### src/rtl/game_state_ctrl.sv
// ---------------------------------------------------------------------------
// game_state_ctrl
//
// Purpose:
//   This block reads the tube-position/score bus and the bird's y position.
//   It flags bird-vs-tube and bird-vs-floor/ceiling collisions and runs the
//   READY -> PLAY -> OVER game FSM. It drives game_end back to the tube
//   generator and issues a one-cycle clr_req to start a fresh round.
//
// Optional feature:
//   BEST_SCORE_EN - when defined, best_score keeps the highest score seen.
//                   It is captured on each PLAY->OVER edge and cleared only
//                   by clr_n. When undefined, best_score is tied to zero.
//
// Ports:
//   clk10         in   game tick clock
//   clr_n         in   async active-low reset
//   flap          in   player button (level, asynchronous to clk10)
//   bird_y        in   bird top row
//   tubeN_x_pos   in   tube N right edge (exclusive), N = 1..3
//   tubeN_y_pos   in   tube N gap centre, N = 1..3
//   score         in   current round score
//   game_end      out  1 while tubes are frozen (READY/OVER)
//   clr_req       out  one-cycle restart pulse for tube generator/score
//   collide       out  registered collision flag, any source
//   state         out  00 READY, 01 PLAY, 10 OVER
//   best_score    out  highest score reached (BEST_SCORE_EN only)
// ---------------------------------------------------------------------------
module game_state_ctrl #(
  parameter int unsigned BIRD_X    = 200,
  parameter int unsigned BIRD_W    = 20,
  parameter int unsigned BIRD_H    = 16,
  parameter int unsigned TUBE_W    = 60,
  parameter int unsigned GAP_H     = 100,
  parameter int unsigned CEIL_Y    = 0,
  parameter int unsigned FLOOR_Y   = 460,
  parameter int unsigned OVER_HOLD = 20
) (
  input  logic       clk10,
  input  logic       clr_n,
  input  logic       flap,
  input  logic [9:0] bird_y,
  input  logic [9:0] tube1_x_pos,
  input  logic [9:0] tube2_x_pos,
  input  logic [9:0] tube3_x_pos,
  input  logic [9:0] tube1_y_pos,
  input  logic [9:0] tube2_y_pos,
  input  logic [9:0] tube3_y_pos,
  input  logic [7:0] score,
  output logic       game_end,
  output logic       clr_req,
  output logic       collide,
  output logic [1:0] state,
  output logic [7:0] best_score
);

  typedef enum logic [1:0] {
    ST_READY = 2'b00,
    ST_PLAY  = 2'b01,
    ST_OVER  = 2'b10
  } state_t;

  // All collision arithmetic is done in 11 bits so that sums of 10-bit
  // positions and sprite sizes never wrap.
  localparam logic [10:0] BIRD_X_C  = 11'(BIRD_X);
  localparam logic [10:0] H_SPAN_C  = 11'(BIRD_X + BIRD_W + TUBE_W);
  localparam logic [10:0] BIRD_H_C  = 11'(BIRD_H);
  localparam logic [10:0] HALF_GAP  = 11'(GAP_H / 2);
  localparam logic [10:0] CEIL_C    = 11'(CEIL_Y);
  localparam logic [10:0] FLOOR_C   = 11'(FLOOR_Y);

  localparam int HOLD_W = (OVER_HOLD < 1) ? 1 : $clog2(OVER_HOLD + 1);
  localparam logic [HOLD_W-1:0] HOLD_LOAD = HOLD_W'(OVER_HOLD);

  state_t            state_q, state_d;
  logic [HOLD_W-1:0] hold_cnt_q, hold_cnt_d;
  logic              collide_q, collide_d;
  logic              flap_s1_q, flap_s2_q, flap_prev_q;
  logic              flap_rise;
  logic              load_best;

  // The bird overlaps a tube horizontally while the tube's right edge lies
  // strictly inside (BIRD_X, BIRD_X+BIRD_W+TUBE_W). Outside the gap rows it
  // is a hit.
  function automatic logic tube_hit(input logic [9:0] tx, input logic [9:0] ty,
                                    input logic [9:0] by);
    logic [10:0] x11;
    logic [10:0] ty11;
    logic [10:0] by11;
    logic        h_hit;
    logic        v_hit;
    x11   = {1'b0, tx};
    ty11  = {1'b0, ty};
    by11  = {1'b0, by};
    h_hit = (BIRD_X_C < x11) && (x11 < H_SPAN_C);
    v_hit = ((by11 + HALF_GAP) < ty11) || ((by11 + BIRD_H_C) > (ty11 + HALF_GAP));
    return h_hit && v_hit;
  endfunction

  always_comb begin
    logic [10:0] by11;
    logic        bound_hit;
    by11      = {1'b0, bird_y};
    bound_hit = (by11 <= CEIL_C) || ((by11 + BIRD_H_C) > FLOOR_C);
    collide_d = bound_hit
              || tube_hit(tube1_x_pos, tube1_y_pos, bird_y)
              || tube_hit(tube2_x_pos, tube2_y_pos, bird_y)
              || tube_hit(tube3_x_pos, tube3_y_pos, bird_y);
  end

  assign flap_rise = flap_s2_q & ~flap_prev_q;

  // Next-state logic. In PLAY the collision check comes first and flap is
  // never consulted, so a collision always wins over a simultaneous flap.
  // clr_req is decoded from the OVER exit itself, which keeps it out of
  // READY/PLAY and guarantees game_end was already high.
  always_comb begin
    state_d    = state_q;
    hold_cnt_d = hold_cnt_q;
    game_end   = 1'b1;
    clr_req    = 1'b0;
    load_best  = 1'b0;
    case (state_q)
      ST_READY: begin
        if (flap_rise) state_d = ST_PLAY;
      end
      ST_PLAY: begin
        game_end = 1'b0;
        if (collide_q) begin
          state_d    = ST_OVER;
          hold_cnt_d = HOLD_LOAD;
          load_best  = 1'b1;
        end
      end
      ST_OVER: begin
        if (hold_cnt_q != '0) begin
          hold_cnt_d = hold_cnt_q - HOLD_W'(1);
        end else if (flap_rise) begin
          state_d = ST_READY;
          clr_req = 1'b1;
        end
      end
      default: begin
        state_d = ST_READY;
      end
    endcase
  end

  always_ff @(posedge clk10 or negedge clr_n) begin
    if (!clr_n) begin
      state_q     <= ST_READY;
      hold_cnt_q  <= '0;
      collide_q   <= 1'b0;
      flap_s1_q   <= 1'b0;
      flap_s2_q   <= 1'b0;
      flap_prev_q <= 1'b0;
    end else begin
      state_q     <= state_d;
      hold_cnt_q  <= hold_cnt_d;
      collide_q   <= collide_d;
      flap_s1_q   <= flap;
      flap_s2_q   <= flap_s1_q;
      flap_prev_q <= flap_s2_q;
    end
  end

  assign collide = collide_q;
  assign state   = state_q;

`ifdef BEST_SCORE_EN
  logic [7:0] best_score_q, best_score_d;

  // Ties keep the old value; clr_req does not touch this register.
  always_comb begin
    best_score_d = best_score_q;
    if (load_best && (score > best_score_q)) best_score_d = score;
  end

  always_ff @(posedge clk10 or negedge clr_n) begin
    if (!clr_n) best_score_q <= 8'd0;
    else        best_score_q <= best_score_d;
  end

  assign best_score = best_score_q;
`else
  logic unused_best;
  assign unused_best = ^{score, load_best};
  assign best_score  = 8'd0;
`endif

endmodule

### config.mk
export PLATFORM = sky130hd
export DESIGN_NAME = game_state_ctrl
export DESIGN_NICKNAME = d
export VERILOG_FILES = /design/src/rtl/game_state_ctrl.sv
export SDC_FILE = /design/constraint.sdc
export NUM_CORES = 1
export LEC_CHECK = 0
export ABC_AREA = 1
export BUFFER_PORTS_ARGS = -buffer_cell sky130_fd_sc_hd__buf_4
export CAP_MARGIN = 25
export CORE_MARGIN = 5
export CORE_UTILIZATION = 57
export CTS_CLUSTER_DIAMETER = 80
export DETAILED_ROUTE_END_ITERATION = 8
export GPL_TIMING_DRIVEN = 0
export PLACE_DENSITY = 0.88
export SYNTH_ARGS = -nofsm -noshare
export SYNTH_HDL_FRONTEND = slang
export SYNTH_SLANG_ARGS = --single-unit
export TNS_END_PERCENT = 30
### constraint.sdc
create_clock -name clk10 -period 3.5 [get_ports clk10]
set_clock_uncertainty 0.1 [all_clocks]
set_input_delay 0.7 -clock clk10 [delete_from_list [all_inputs] [get_ports clk10]]
set_output_delay 0.7 -clock clk10 [all_outputs]
set_load 0.02 [all_outputs]
Word level (Yosys, flattened, before mapping)
Index checks and enable logic that the tools add are counted.

storage, ports and cells
  input bits = 81
  register bits after elaboration = 11
  word-level logic and storage cells = 65
  output and inout port bits = 13

cells by class
  reductions and logical operators = 18
  muxes and demuxes = 12
  $lt $le $gt $ge = 14
  add/sub/neg operators = 6
  bitwise operators = 2
  equal/unequal tests = 7

operators with widths
  kind                                                             number
  adder 10 x 6 -> 11 bit, second input constant                    4
  greater-than comparator 11 bit                                   3
  less-than comparator 11 x 10 -> 1 bit                            3
  less-than comparator 10 x 9 -> 1 bit, second input constant      3
  less-than comparator 8 x 10 -> 1 bit, first input constant       3
  adder 10 x 5 -> 11 bit, second input constant                    1
  greater-than comparator 11 x 9 -> 1 bit, second input constant   1
  less-or-equal comparator 10 x 1 -> 1 bit, second input constant  1
  2-to-1 mux 5 bit                                                 2
  inequality test 2 bit, second input constant                     5
  one-hot mux 5 bit (2 select lines)                               1
  2-to-1 mux 2 bit                                                 4
  logical OR 1 bit                                                 7
  logical AND 1 bit                                                6
  one-hot mux 2 bit (3 select lines)                               1
  nonzero test 5 bit                                               1
  subtractor 5 x 1 -> 5 bit, second input constant                 1
  2-to-1 mux 1 bit                                                 4
  AND reduction 4 bit                                              1
  AND reduction 3 bit                                              1
  == test 2 x 1 -> 1 bit, second input constant                    1
  == test 2 bit, second input constant                             1
  zero test 2 bit                                                  1
  nonzero test 2 bit                                               1
  other kinds (2)                                                  2

Depth between registers and ports, before layout
Gate-level depths: netlist of run 1.

  depth in word-level cells = 7
  mapped depth = 18
  gate-level depth less buffers = 18

Worst setup path before layout of run 1
No wires, ideal clock.

  path kind = input-to-reg
  start = in bird_y[4]
  end = reg collide_q (netlist: collide)
  path slack = 0.932 ns
  library setup time = 0.065 ns
  stages on the path = 18
  buffers on the path = 0
  arrival = 2.403 ns
  data required time = 3.335 ns
  cell sequence = inv_1 ha_1 a21boi_2 xor2_1 ha_1 nand2_1 inv_1 a21oi_1 nand2_1 nand2_1 nand2_1 nand2_1 nand2_1 nand2_1 nand2_1 nand2_1 inv_1 nand2_1

between the ends
  cells in the longest elaborated chain, start to end = 7

ends and longest elaborated chain
  what                                                                                            RTL line  source
  start, declared                                                                                 42        input logic [9:0] bird_y,
  adder 10 x 6 -> 11 bit / adder 10 x 5 -> 11 bit (equally long branches)                         96, 104
  less-than comparator 11 x 10 -> 1 bit / greater-than comparator 11 bit (equally long branches)  96        v_hit = ((by11 + HALF_GAP) < ty11) || ((by11 + BIRD_H_C) > (ty11 + HALF_GAP));
  logical OR 1 bit                                                                                96
  logical AND 1 bit                                                                               97        return h_hit && v_hit;
  logical OR 1 bit                                                                                106       || tube_hit(tube1_x_pos, tube1_y_pos, bird_y)
  logical OR 1 bit                                                                                107       || tube_hit(tube2_x_pos, tube2_y_pos, bird_y)
  logical OR 1 bit (*)                                                                            108       || tube_hit(tube3_x_pos, tube3_y_pos, bird_y);
  named net collide_d                                                                             77        logic collide_q, collide_d;
  end signal, assigned                                                                            160       collide_q <= collide_d;
  end, declared                                                                                   77

The timed path passes the listed nets; every way through them passes the cells marked *.
A chain may end at the register's enable or synchronous reset.

Final worst setup path of run 1
Ends and elaborated chain as after synthesis.

==> results.json, run 1 <==
{
  "die_x_microns": 80.96,
  "drv_slew": 0,
  "cts_num_sinks": 11,
  "rsz0062_at_grt": "no",
  "cp_cell_sequence": "buf_4 -> inv_1 -> ha_1 -> a21boi_2 -> xor2_1 -> ha_1 -> nand2_1 -> inv_1 -> a21oi_1 -> nand2_1 -> nand2_1 -> nand2_1 -> nand2_1 -> nand2_1 -> nand2_1 -> nand2_1 -> nand2_1 -> inv_1 -> nand2_1",
  "drc_errors": 0,
  "power.density_mw_per_mm2": 244.4,
  "post-cts-setup-buffers": 0,
  "drt-initial-drc-count": 157,
  "grtUsageTotal_pct": 23.57,
  "finalSetupViolCount": 0,
  "ant_nets": 0,
  "critPathKind": "in -> reg",
  "clk_pin_slew_ns": 0.05,
  "syn_inst": 437,
  "initial_core_util_pct": 59.58,
  "cpMostUsedCell": "nand2_1",
  "setup_tns_ns": 0,
  "synth_area_sq_mm": 0.002870,
  "clockBufferDepth": 2,
  "portBuffers": 77,
  "ctsResizeCount": 0,
  "cp.arrival_ns": 3.00,
  "finalCriticalPeriod_ns": 2.928,
  "utilization_pct": 74.81,
  "antenna_found_initial": 0,
  "dp_slack_ns": 0.3552,
  "slowest_stage": "xor2_1",
  "synth_edf_count": 0,
  "cts_tree": "yes",
  "die_h_microns": 80.96,
  "grt-ovfl-total": 0,
  "finalWorstSetupSlack_ns": 0.5719,
  "die_area_sq_mm": 0.006555,
  "grt_max_degree": 12,
  "synth_warnings": 0,
  "core_area_sq_mm": 0.004817,
  "wirelength_mm": 7.529,
  "avgSynthCellArea_sq_um": 6.568,
  "worstSetupEndpointType": "flop",
  "grt_pass1_wl_mm": 12.50,
  "layout.nets": 677,
  "num_rows": 25,
  "hp-class": "in -> async",
  "cts_buffers": 3,
  "gp_congestion": 0.8920,
  "fmax_ghz": 0.3415,
  "areaGrowthSynthToFinish_pct": 25.55,
  "fin_crit_sh_pct": 83.66,
  "cts_hold_buffers": 0,
  "synth.distinct_cells": 30,
  "cp_max_fo": 7,
  "post_drt_via_cell_ratio": 5.159,
  "synth-seq-cells": 11,
  "placed_cells_incl_taps": 588,
  "clockRootBuffer": "clkbuf_8",
  "synth_ff_type": "dfrtp_1",
  "clock_latency_ns": 0.24,
  "max_stage_delay_ns": 0.39,
  "place_hpwl_mm": 6.796,
  "dr.pass1.iters": 4,
  "required_ns": 3.58,
  "hold_viol_final": 0,
  "n_antenna_cell": 0,
  "grt_pass1_vias": 3100,
  "ys_async_sr_fraction_pct": 100.0,
  "peakVddDrop_uv": 208.9,
  "drv_cap": 0,
  "p_leak_uw": 0.002114,
  "cts_htree_levels": 1,
  "boundaryPins": 94,
  "vias": 3054,
  "seq_area_frac_synth_pct": 9.590,
  "layout-drive-gt1-share_pct": 18.67,
  "start_kind": "input pin",
  "stdcell_count": 592,
  "avgRoutedWirePerCell_microns": 12.72,
  "status": "completed"
}
## where the power goes
part / switching, uW / internal (uW)
Combinational: 321 / 246
Clock: 47.4 / 80.0
Sequential: 23.1 / 163
Total: 392 / 489
## synth_stat cells (all sizes together) (2+ instances only)
library cell / number / area, sq um
inv: 76 / 285.3
a21o: 3 / 22.52
nor3: 15 / 80.08
nor2: 39 / 161.4
ha: 70 / 875.8
xor2: 28 / 245.2
nand2: 100 / 380.4
o211ai: 2 / 15.01
nand4: 5 / 31.28
nand3: 22 / 110.1
a31oi: 3 / 18.77
xnor2: 3 / 26.28
dfrtp: 11 / 275.3
o21ai: 14 / 70.06
buf: 8 / 60.06
o21a: 3 / 22.52
a21oi: 28 / 140.1
## sequential cells by signal, indices dropped and copies added, names as in the netlist
signal / flops
collide: 1
flap_prev_q: 1
flap_s1_q: 1
flap_s2_q: 1
hold_cnt_q: 5
state: 2
## critical path: cells and delay by family
kind	cells	cell delay [ns]
buf+inv	4	0.44
simple gates	10	0.58
fa+ha+maj	2	0.52
xor+xnor	1	0.39
compound gates	2	0.37
## path summary, 6_finish.rpt
kind	slack [ns]	from	to	depth (start not counted)
min	0.18	clr_n	flap_prev_q	1
min reg2reg	0.25	flap_s1_q	flap_s2_q	0
min in group clk10	0.25	flap_s1_q	flap_s2_q	0
max in group asynchronous	2.96	clr_n	state[1]	1
max	0.57	bird_y[4]	collide	19
max reg2reg	1.79	hold_cnt_q[0]	hold_cnt_q[4]	11
## per-stage QoR
stage | cell area, sq um | hold slack, ns | total power (uW)
2_1_floorplan | 2897 | 0.2312 | 565.1
4_1_cts | 3603 | 0.1896 | 882.3
6_report | 3603 | 0.1849 | 880.6
5_1_grt | 3603 | 0.1893 | 977.2
3_3_place_gp | 3558 | 0.2330 | 715.3
3_5_place_dp | 3558 | 0.2427 | 752.0
## metal layers
metal	wire, microns	track usage [%]	up-vias
li1	-	-	1582
met1	3049	26.96	1385
met2	4018	46.06	77
met3	379	2.882	10
met4	81	5.068	0
met5	0	0	-
## layout make-up
cell class	instances	area (sq um)
Clock buffer	4	45.04
Tap cell	67	83.83
Inverter	76	285.3
Fill cell	398	1214
Buffer	8	60.06
Sequential cell	11	275.3
Multi-Input combinational cell	349	2276
Timing Repair Buffer	77	578.1
## kinds of logic after synthesis
family	Yosys count	synth area share, %
AO/OA/AOI/OAI	56	10.98
XOR/XNOR	31	9.460
adder cells (fa/ha/maj)	70	30.51
buffers and inverters	84	12.03
flip-flops	11	9.590
other	1	0.1307
AND/OR/NAND/NOR	184	27.29
## cell usage in the layout (no fill, tap or decap), types with 2 or more instances in the layout
cell type  count
inv_2          2
o21ai_0       13
inv_1         74
xnor2_1        3
a21oi_1       28
o211ai_1       2
o21a_1         3
dfrtp_1       11
nand3_1       22
a21o_1         3
xor2_1        28
nand4_1        5
nor2_1        35
nor2_2         3
nand2_2        2
nor3_1        14
buf_4         85
a31oi_1        3
clkbuf_8       3
ha_1          70
nand2_1       98
conb_1         8
Power figures use the tool's default switching activity.
==> inputs of run 2 (changes only) <==
ABC_AREA = 0   (was 1)
CORE_UTILIZATION = 52   (was 57)
PLACE_DENSITY = 0.82   (was 0.88)
clock period = 3 ns   (was 3.5 ns; I/O delays follow)
==> results.json, run 2 <==
{
  "status": "completed",
  "post_drt_via_cell_ratio": 5.444,
  "mostFrequentLayoutCells": "buf_4 (83), ha_1 (70), inv_1 (39), xnor2_1 (28), nand2_1 (27)",
  "finalCriticalPeriod_ns": 2.862,
  "power.density_mw_per_mm2": 294.3,
  "synthMostInstantiatedCell": "ha_1",
  "vias": 2733,
  "dr.pass1.iters": 4,
  "avgSynthCellArea_sq_um": 7.898,
  "largest_register_ffs": 5,
  "clockBufferDepth": 2,
  "finalSetupViolCount": 0,
  "cts_htree_levels": 1,
  "die_h_microns": 82.49,
  "critPathKind": "in -> reg",
  "clk_pin_slew_ns": 0.05,
  "synth_top_area_share_pct": 32.05,
  "synth-seq-cells": 11,
  "synth.top_cells.by_count": "ha_1 (70), inv_1 (39), xnor2_1 (28)",
  "syn_inst": 346,
  "cts_num_sinks": 11,
  "slowest_stage": "a211oi_1",
  "seq_area_frac_synth_pct": 10.07,
  "finalWorstSetupSlack_ns": 0.1384,
  "die_area_sq_mm": 0.006805,
  "grt_pass1_wl_mm": 11.41,
  "hold_viol_final": 0,
  "cp_cell_sequence": "buf_4 -> inv_1 -> ha_1 -> nand4_1 -> a21oi_2 -> xor2_1 -> buf_4 -> ha_1 -> a21o_1 -> a211oi_1 -> a22oi_1 -> o2111ai_2",
  "layout_commonest_cell": "buf_4",
  "peakVddDrop_uv": 232.7,
  "yosysTopAreaCell": "ha_1",
  "clock_latency_ns": 0.24,
  "grt_max_degree": 12,
  "drv_cap": 0,
  "cp_top_family": "compound AO/OA/AOI/OAI gates",
  "drt-initial-drc-count": 120,
  "r2r-end": "hold_cnt_q[3]",
  "gp_congestion": 0.9146,
  "grt-ovfl-total": 0,
  "start_kind": "input pin",
  "hp-class": "in -> async",
  "r2r_slack_ns": 1.16,
  "fin_crit_sh_pct": 95.39,
  "cts_tree": "yes",
  "synth_edf_count": 0,
  "initial_core_util_pct": 53.50,
  "antenna_found_initial": 0,
  "fmax_ghz": 0.3495,
  "synth_ff_type": "dfrtp_1",
  "synth_area_leaders": "ha_1 (32%), dfrtp_1 (10%), xnor2_1 (9.0%), inv_1 (5.4%), a21oi_1 (4.4%)",
  "cts_buffers": 3,
  "required_ns": 3.05,
  "num_rows": 26,
  "place_hpwl_mm": 6.188,
  "clockRootBuffer": "clkbuf_8",
  "rsz0062_at_grt": "no",
  "synth.distinct_cells": 46,
  "critPathBufInv": 3,
  "portBuffers": 74,
  "synth_area_sq_mm": 0.002733,
  "cp_max_fo": 7,
  "worstSetupEndpointType": "flop",
  "die_x_microns": 82.49,
  "areaGrowthSynthToFinish_pct": 27.52,
  "cp.arrival_ns": 2.91,
  "wirelength_mm": 6.986,
  "post_dp_cell_area_sq_mm": 0.003402,
  "grtUsageTotal_pct": 20.97,
  "whs_ns": 0.08776,
  "core_area_sq_mm": 0.005107,
  "layout-drive-gt1-share_pct": 22.45,
  "avgRoutedWirePerCell_microns": 13.92,
  "p_leak_uw": 0.001759,
  "n_antenna_cell": 0,
  "reg2reg_from": "hold_cnt_q[0]",
  "stdcell_area_sq_mm": 0.003485,
  "boundaryPins": 94,
  "grt_pass1_vias": 2682,
  "timing.reg2reg.worst_path_depth": 8,
  "dp_slack_ns": -0.4222,
  "ys_async_sr_fraction_pct": 100.0,
  "regMostFlops": "hold_cnt_q",
  "layout.nets": 584,
  "drv_slew": 0,
  "max_stage_delay_ns": 0.25,
  "synth_warnings": 0,
  "drc_errors": 0,
  "ant_nets": 0
}
-- run 2: worst max path at each step --
stage,start,to,slack [ns],depth (start not counted)
final,bird_y[4],collide,0.14,12
after global routing,bird_y[6],collide,0.01,11
after CTS,bird_y[4],collide,0.06,11
after detailed placement,bird_y[4],collide,-0.42,11
after global placement,bird_y[4],collide,-0.33,11
after floorplan,bird_y[6],collide,0.32,11
-- run 2: cells by family (layout without fill, tap and decap cells) --
family	Yosys count	count (layout)	share of synthesized area (%)
AOI/OAI and AO/OA	74	74	18.22
xor gates and xnor gates	34	34	10.90
adders and majority gates	70	70	32.05
buffers and inverters	52	131	8.242
DFF	11	11	10.07
muxes	3	3	1.099
other	1	8	0.1372
and+or+nand+nor	101	101	19.28
-- run 2: layer usage --
layer	wire length, microns	share of wire (%)	global-route usage (%)	up-vias
met5	0	0	0	-
met4	46	0.66	4.248	0
met3	484	6.9	1.952	6
met2	3549	51	37.98	78
met1	2906	42	26.90	1255
li1	-	-	-	1394
-- run 2: area by class of cell --
cell class	count	area [sq um]
clock buffer	4	45.04
buffer	13	78.83
fill	453	1623
timing repair buffer	75	563.0
inverter	39	146.4
tap	70	87.58
multi-input combinational	290	2288
sequential	11	275.3
-- run 2: stage by stage --
stage,instances,TNS [ns],power (uW),utilization [%]
after floorplan,353,0,644.6,-
after global placement,497,-0.3330,832.2,66.61
after detailed placement,497,-0.4222,859.5,66.61
after CTS,502,0,1023,67.66
after global routing,502,0,1130,68.23
final,502,0,1026,68.23
-- run 2: repair_timing --
| item | 4_1_cts | 5_1_grt |
|---|---|---|
| setup buffers | 1 | 0 |
| resized for setup | 1 | 5 |
| setup endpoints to repair | 1 | 1 |
| hold buffers | 0 | 0 |
-- run 2: worst reg2reg max path, cell delays in order, from the launching register on --
cell	delay, ns
dfrtp_1	0.38
inv_1	0.08
ha_1	0.20
nand3b_1	0.12
nor2b_1	0.16
clkbuf_1	0.28
nand2_1	0.11
xnor2_1	0.13
and2_1	0.15
-- run 2: where the power goes --
part	total, uW	switching [uW]	leakage (uW)	internal [uW]
clock	148	55.0	0.0000228	93.3
sequential	234	40.5	0.000129	194
combinational	643	337	0.00161	306
